==> src/rtl/pipe_fetch_queue_if.sv <==
// Handshake bundle between the IF stage and the ID stage around the fetch
// queue. The master side is the environment (IF producer plus ID consumer);
// the slave side is the queue itself.
interface pipe_fetch_queue_if #(
    parameter int DATA_W = 32,
    parameter int PC_W   = 32,
    parameter int DEPTH  = 4,
    parameter int CNT_W  = $clog2(DEPTH) + 1
);
    logic              flush;
    logic              in_valid;
    logic [PC_W-1:0]   in_pc4;
    logic [DATA_W-1:0] in_inst;
    logic              in_ready;
    logic              out_valid;
    logic [PC_W-1:0]   out_pc4;
    logic [DATA_W-1:0] out_inst;
    logic              out_ready;
    logic [CNT_W-1:0]  count;
    logic              overflow;

    modport master (
        output flush, in_valid, in_pc4, in_inst, out_ready,
        input  in_ready, out_valid, out_pc4, out_inst, count, overflow
    );

    modport slave (
        input  flush, in_valid, in_pc4, in_inst, out_ready,
        output in_ready, out_valid, out_pc4, out_inst, count, overflow
    );
endinterface

==> src/rtl/pipe_fetch_queue.sv <==
// DEPTH-entry FIFO of (pc4, inst) pairs between IF and ID. IF keeps fetching
// while ID is stalled; a flush empties the queue in one cycle on a redirect,
// and an empty queue presents an all-zero NOP bubble to ID.
module pipe_fetch_queue #(
    parameter int DATA_W = 32,
    parameter int PC_W   = 32,
    parameter int DEPTH  = 4,
    parameter int CNT_W  = $clog2(DEPTH) + 1
) (
    input  logic                 clock,
    input  logic                 reset,
    pipe_fetch_queue_if.slave    bus
);
    localparam int              PTR_W     = $clog2(DEPTH);
    localparam int              ENTRY_W   = PC_W + DATA_W;
    localparam logic [CNT_W-1:0] DEPTH_CNT = CNT_W'(DEPTH);
    localparam logic [CNT_W-1:0] CNT_ZERO  = {CNT_W{1'b0}};
    localparam logic [CNT_W-1:0] CNT_ONE   = CNT_W'(1);
    localparam logic [PTR_W-1:0] PTR_ZERO  = {PTR_W{1'b0}};
    localparam logic [PTR_W-1:0] PTR_ONE   = PTR_W'(1);

    logic [ENTRY_W-1:0] mem_r [DEPTH];
    logic [PTR_W-1:0]   rd_ptr_r;
    logic [PTR_W-1:0]   wr_ptr_r;
    logic [CNT_W-1:0]   count_r;
    logic               overflow_r;

    logic               in_ready_s;
    logic               out_valid_s;
    logic               push_s;
    logic               pop_s;
    logic               ovf_hit_s;
    logic [ENTRY_W-1:0] head_s;

    // Handshake decode and NOP-bubble head selection; in_ready never looks at out_ready.
    always_comb begin
        in_ready_s  = (count_r != DEPTH_CNT);
        out_valid_s = (count_r != CNT_ZERO);
        push_s      = bus.in_valid & in_ready_s;
        pop_s       = out_valid_s & bus.out_ready;
        ovf_hit_s   = ~bus.flush & bus.in_valid & ~in_ready_s;
        if (out_valid_s) begin
            head_s = mem_r[rd_ptr_r];
        end else begin
            head_s = {ENTRY_W{1'b0}};
        end
    end

    assign bus.in_ready  = in_ready_s;
    assign bus.out_valid = out_valid_s;
    assign bus.out_pc4   = head_s[ENTRY_W-1:DATA_W];
    assign bus.out_inst  = head_s[DATA_W-1:0];
    assign bus.count     = count_r;
    assign bus.overflow  = overflow_r;

    // Pointer and occupancy update; flush dominates any same-cycle push or pop.
    always_ff @(posedge clock or posedge reset) begin
        if (reset) begin
            rd_ptr_r <= PTR_ZERO;
            wr_ptr_r <= PTR_ZERO;
            count_r  <= CNT_ZERO;
        end else if (bus.flush) begin
            rd_ptr_r <= PTR_ZERO;
            wr_ptr_r <= PTR_ZERO;
            count_r  <= CNT_ZERO;
        end else begin
            if (push_s) begin
                wr_ptr_r <= wr_ptr_r + PTR_ONE;
            end
            if (pop_s) begin
                rd_ptr_r <= rd_ptr_r + PTR_ONE;
            end
            if (push_s && !pop_s) begin
                count_r <= count_r + CNT_ONE;
            end else if (pop_s && !push_s) begin
                count_r <= count_r - CNT_ONE;
            end else begin
                count_r <= count_r;
            end
        end
    end

    // Sticky overflow: a push attempted while full, cleared only by reset.
    always_ff @(posedge clock or posedge reset) begin
        if (reset) begin
            overflow_r <= 1'b0;
        end else if (ovf_hit_s) begin
            overflow_r <= 1'b1;
        end else begin
            overflow_r <= overflow_r;
        end
    end

    // Entry storage; contents are don't-care after reset so no reset term.
    always_ff @(posedge clock) begin
        if (push_s && !bus.flush) begin
            mem_r[wr_ptr_r] <= {bus.in_pc4, bus.in_inst};
        end
    end
endmodule

==> src/flat_wrapper.sv <==
// flat-port wrapper written by rule: the top's interface ports become plain ports
module pipe_fetch_queue_flat 
#(
    parameter int DATA_W = 32,
    parameter int PC_W   = 32,
    parameter int DEPTH  = 4,
    parameter int CNT_W  = $clog2(DEPTH) + 1
)
  (clock, reset, bus_flush, bus_in_valid, bus_in_pc4, bus_in_inst, bus_out_ready, bus_in_ready, bus_out_valid, bus_out_pc4, bus_out_inst, bus_count, bus_overflow);
  pipe_fetch_queue_if #(.DATA_W(DATA_W), .PC_W(PC_W), .DEPTH(DEPTH), .CNT_W(CNT_W)) bus_i ();
  input  logic clock;
  input  logic reset;
  input wire logic [$bits(bus_i.flush)-1:0] bus_flush;
  input wire logic [$bits(bus_i.in_valid)-1:0] bus_in_valid;
  input wire logic [$bits(bus_i.in_pc4)-1:0] bus_in_pc4;
  input wire logic [$bits(bus_i.in_inst)-1:0] bus_in_inst;
  input wire logic [$bits(bus_i.out_ready)-1:0] bus_out_ready;
  output wire logic [$bits(bus_i.in_ready)-1:0] bus_in_ready;
  output wire logic [$bits(bus_i.out_valid)-1:0] bus_out_valid;
  output wire logic [$bits(bus_i.out_pc4)-1:0] bus_out_pc4;
  output wire logic [$bits(bus_i.out_inst)-1:0] bus_out_inst;
  output wire logic [$bits(bus_i.count)-1:0] bus_count;
  output wire logic [$bits(bus_i.overflow)-1:0] bus_overflow;
  assign bus_i.flush = bus_flush;
  assign bus_i.in_valid = bus_in_valid;
  assign bus_i.in_pc4 = bus_in_pc4;
  assign bus_i.in_inst = bus_in_inst;
  assign bus_i.out_ready = bus_out_ready;
  assign bus_in_ready = bus_i.in_ready;
  assign bus_out_valid = bus_i.out_valid;
  assign bus_out_pc4 = bus_i.out_pc4;
  assign bus_out_inst = bus_i.out_inst;
  assign bus_count = bus_i.count;
  assign bus_overflow = bus_i.overflow;
  pipe_fetch_queue #(.DATA_W(DATA_W), .PC_W(PC_W), .DEPTH(DEPTH), .CNT_W(CNT_W)) u_core (.clock(clock), .reset(reset), .bus(bus_i));
endmodule
==> config.mk <==
export PLATFORM = sky130hd
export DESIGN_NAME = pipe_fetch_queue_flat
export DESIGN_NICKNAME = d
export VERILOG_FILES = /design/src/rtl/pipe_fetch_queue_if.sv /design/src/rtl/pipe_fetch_queue.sv /design/src/flat_wrapper.sv
export SDC_FILE = /design/constraint.sdc
export NUM_CORES = 1
export LEC_CHECK = 0
export ABC_AREA = 1
export BUFFER_PORTS_ARGS = -buffer_cell sky130_fd_sc_hd__buf_2
export CORE_UTILIZATION = 35
export CTS_BUF_LIST = sky130_fd_sc_hd__clkbuf_2 sky130_fd_sc_hd__clkbuf_4 sky130_fd_sc_hd__clkbuf_8
export DETAILED_ROUTE_END_ITERATION = 12
export MAX_ROUTING_LAYER = met4
export PLACE_DENSITY = 0.63
export SKIP_LAST_GASP = 1
export SYNTH_ARGS = -nofsm -noshare
export SYNTH_HDL_FRONTEND = slang
export SYNTH_SLANG_ARGS = --single-unit
==> constraint.sdc <==
create_clock -name clock -period 4.1 [get_ports clock]
set_input_delay 0.82 -clock clock [delete_from_list [all_inputs] [get_ports clock]]
set_output_delay 0.82 -clock clock [all_outputs]
set_load 0.005 [all_outputs]
==> metrics <==
Final Util 0.4244; Reg clk slew, reported paths 0.06 ns; nets 1045; die span in y 174.3 µm; Fin Clk Skew 0.02051 ns; GR Util met2 0.2613; final setup vio count 0; Post-synth EDFFs 256; Critical Path Max Stage Delay 0.49 ns; Final Slew Violations 0; # H-tree levels 2; via density per instance 4.775; flop-to-flop setup slack 1.75 ns; met1 Usage GRT 0.1994; RSZ-0062 raised after global routing no; delay-heaviest family, CP buffers and inverters; routed vias 6618; initial antenna violation count 4; most frequent cell after synthesis nor2_1; First-pass DRT Iterations 4; Netlist cell types 20; CTS buffer count 43; most frequent cells after synthesis 263 x nor2_1, 256 x edfxtp_1, 126 x o21ai_0; Starting Density 0.3591; ys async rst share 0.03030; Rel. slew slack 0.4188; final worst setup slack 0.7904 ns; Syn. warnings 0; largest net degree at the start of global routing 69; Tot GR Track Use 0.1596; Final min period 3.310 ns; Placed Area 11490 µm²; post-CTS setup buffer count 0; Starting DRT DRC Count 499; CP Cell Sequence clkinv_2 > buf_4 > o21ai_0 > a21oi_1 > buf_2; crit end category output pin; Max VDD drop 0.4132 mV; Core ar. 28940 µm²; post_cts resized 0; required time worst endpoint 3.28 ns; grt ovf 0; hpwl dp 13140 µm; PortBufs 138; Yosys reg bits 264; Worst Setup Path Type reg -> out; Avg Inst Size Synth 12.63 µm²; clock tree buffer depth 3; synth top area cells edfxtp_1 74%, nor2_1 9.5%, o21ai_0 6.1%; layout cell share with drive strength beyond 1 0.2244; first-pass GRT wire length 36270 µm; RD Place Congestion 0.7806; Slew @ Worst Pin 0.8719 ns; Setup Total Neg Slack 0 ns; Sink Count 264; period utilisation layout 0.8072; Overall Power 7088 µW; Layout Area Growth over Synthesis 18.17%; Clock Tree Root clkbuf_8; Post-Syn Area 10390 µm²; post-place setup slack 1.201 ns; nature of the critical path startpoint flip-flop; Mapped Cells 823; Die W 174.3 µm; DRC viols 0; Hold Buf Count CTS 0; Fmax 302.2 MHz; die area 30380 µm²; crit path buf inv count 3; cell taking the most area after synthesis edfxtp_1; Synth top area share 0.7398; outcome completed; worst min-delay path category in -> async; WP data arrival 2.49 ns; Slowest cell on crit path dfrtp_4; register area share after synthesis 0.7591; PD cells 577.3 nW/µm²; highest fanout seen on the critical path 55; Final Cell Area 12280 µm²; final hold violation count 0; # IOs 139; Most Crowded Layer GR met2; top_reg_cell synth edfxtp_1; post-route ant nets 0; final wirelength 23630 µm; CTS tree done; vias in the first global route 6533; syn_nets 897; Max-Cap Viols 0; DR WL/cell 17.05 µm; fillers 2696; row cnt 62; met3 GRT Util 0.02909; Clock Latency Late Sink 0.53 ns; Pleak 0.004433 µW
[state kept, by name (all words and copies together), names as in the netlist]
signal,flops
u_core.wr_ptr_r,2
u_core.bus.overflow,1
u_core.rd_ptr_r,2
u_core.mem_r,256
u_core.bus.count,3
[placed cells by master (no fill, tap or decap), types with 2 or more instances in the layout]
| cell | n |
|---|---|
| a21oi_1 | 67 |
| buf_12 | 5 |
| buf_2 | 138 |
| buf_4 | 8 |
| clkbuf_4 | 12 |
| clkbuf_8 | 45 |
| clkinv_1 | 8 |
| clkinv_2 | 8 |
| dfrtp_1 | 6 |
| diode_2 | 4 |
| edfxtp_1 | 256 |
| ha_1 | 4 |
| inv_1 | 14 |
| inv_2 | 2 |
| nand2_1 | 17 |
| nand3_1 | 9 |
| nor2_1 | 259 |
| nor2_4 | 4 |
| o21ai_0 | 126 |
| o21ai_1 | 4 |
[worst reg2reg max path: stages, from the launching register on]
cell     delay [ns]
dfrtp_1        0.41
nor2_1         0.09
nand2_1        0.13
nand3_1        0.35
nor2_4         0.62
buf_12         0.39
[worst paths after layout]
kind | end | startpoint | cells after the start
min in group clock | u_core.bus.overflow | u_core.bus.overflow | 1
worst min register to register | u_core.bus.overflow | u_core.bus.overflow | 1
worst min-delay path | u_core.bus.overflow | reset | 2
worst max-delay path | bus_out_inst[26] | u_core.rd_ptr_r[0] | 5
max in group asynchronous | u_core.rd_ptr_r[0] | reset | 2
worst max register to register | u_core.mem_r[3][6] | u_core.bus.count[0] | 5
[cell families after synthesis]
group | Yosys count | share of synthesized area
xor gates and xnor gates | 1 | 0.0008430
adders and majority gates | 5 | 0.006743
buffers and inverters | 65 | 0.03155
AOI/OAI and AO/OA | 199 | 0.09633
and+or+nand+nor | 289 | 0.1055
DFF | 264 | 0.7591
[layer usage]
layer	part of all wire	wire [µm]	vias to the layer above
li1	-	-	3205
met1	0.45	10620	3204
met2	0.49	11500	164
met3	0.044	1042	45
met4	0.020	463	0
met5	0	0	-
[through the flow]
step / std cells / hold slack (ns)
floorplan: 823 / 0.4678
global placement: 1310 / 0.4614
detailed placement: 1310 / 0.4642
CTS: 1382 / 0.2102
global route: 1386 / 0.2317
finish: 1386 / 0.2369
[cell type report]
cell class              count  area [µm²]  area share
multi-input cells         494        2206      0.1796
diodes                      4       10.01   0.0008152
clock buffers              57       709.4     0.05777
repair buffers            151       850.8     0.06929
well taps                 384       480.5     0.03913
inverters                  17       65.06    0.005299
clock inverters            15       65.06    0.005299
flip-flops and latches    264        7893      0.6428
[power by group]
part	internal, µW	leakage, µW	switching (µW)
logic	631	0.00159	1170
registers	3140	0.00242	50.5
clock network	1120	0.000419	979
total	4880	0.00443	2200
Note: power is estimated with default switching activity, not from simulation.
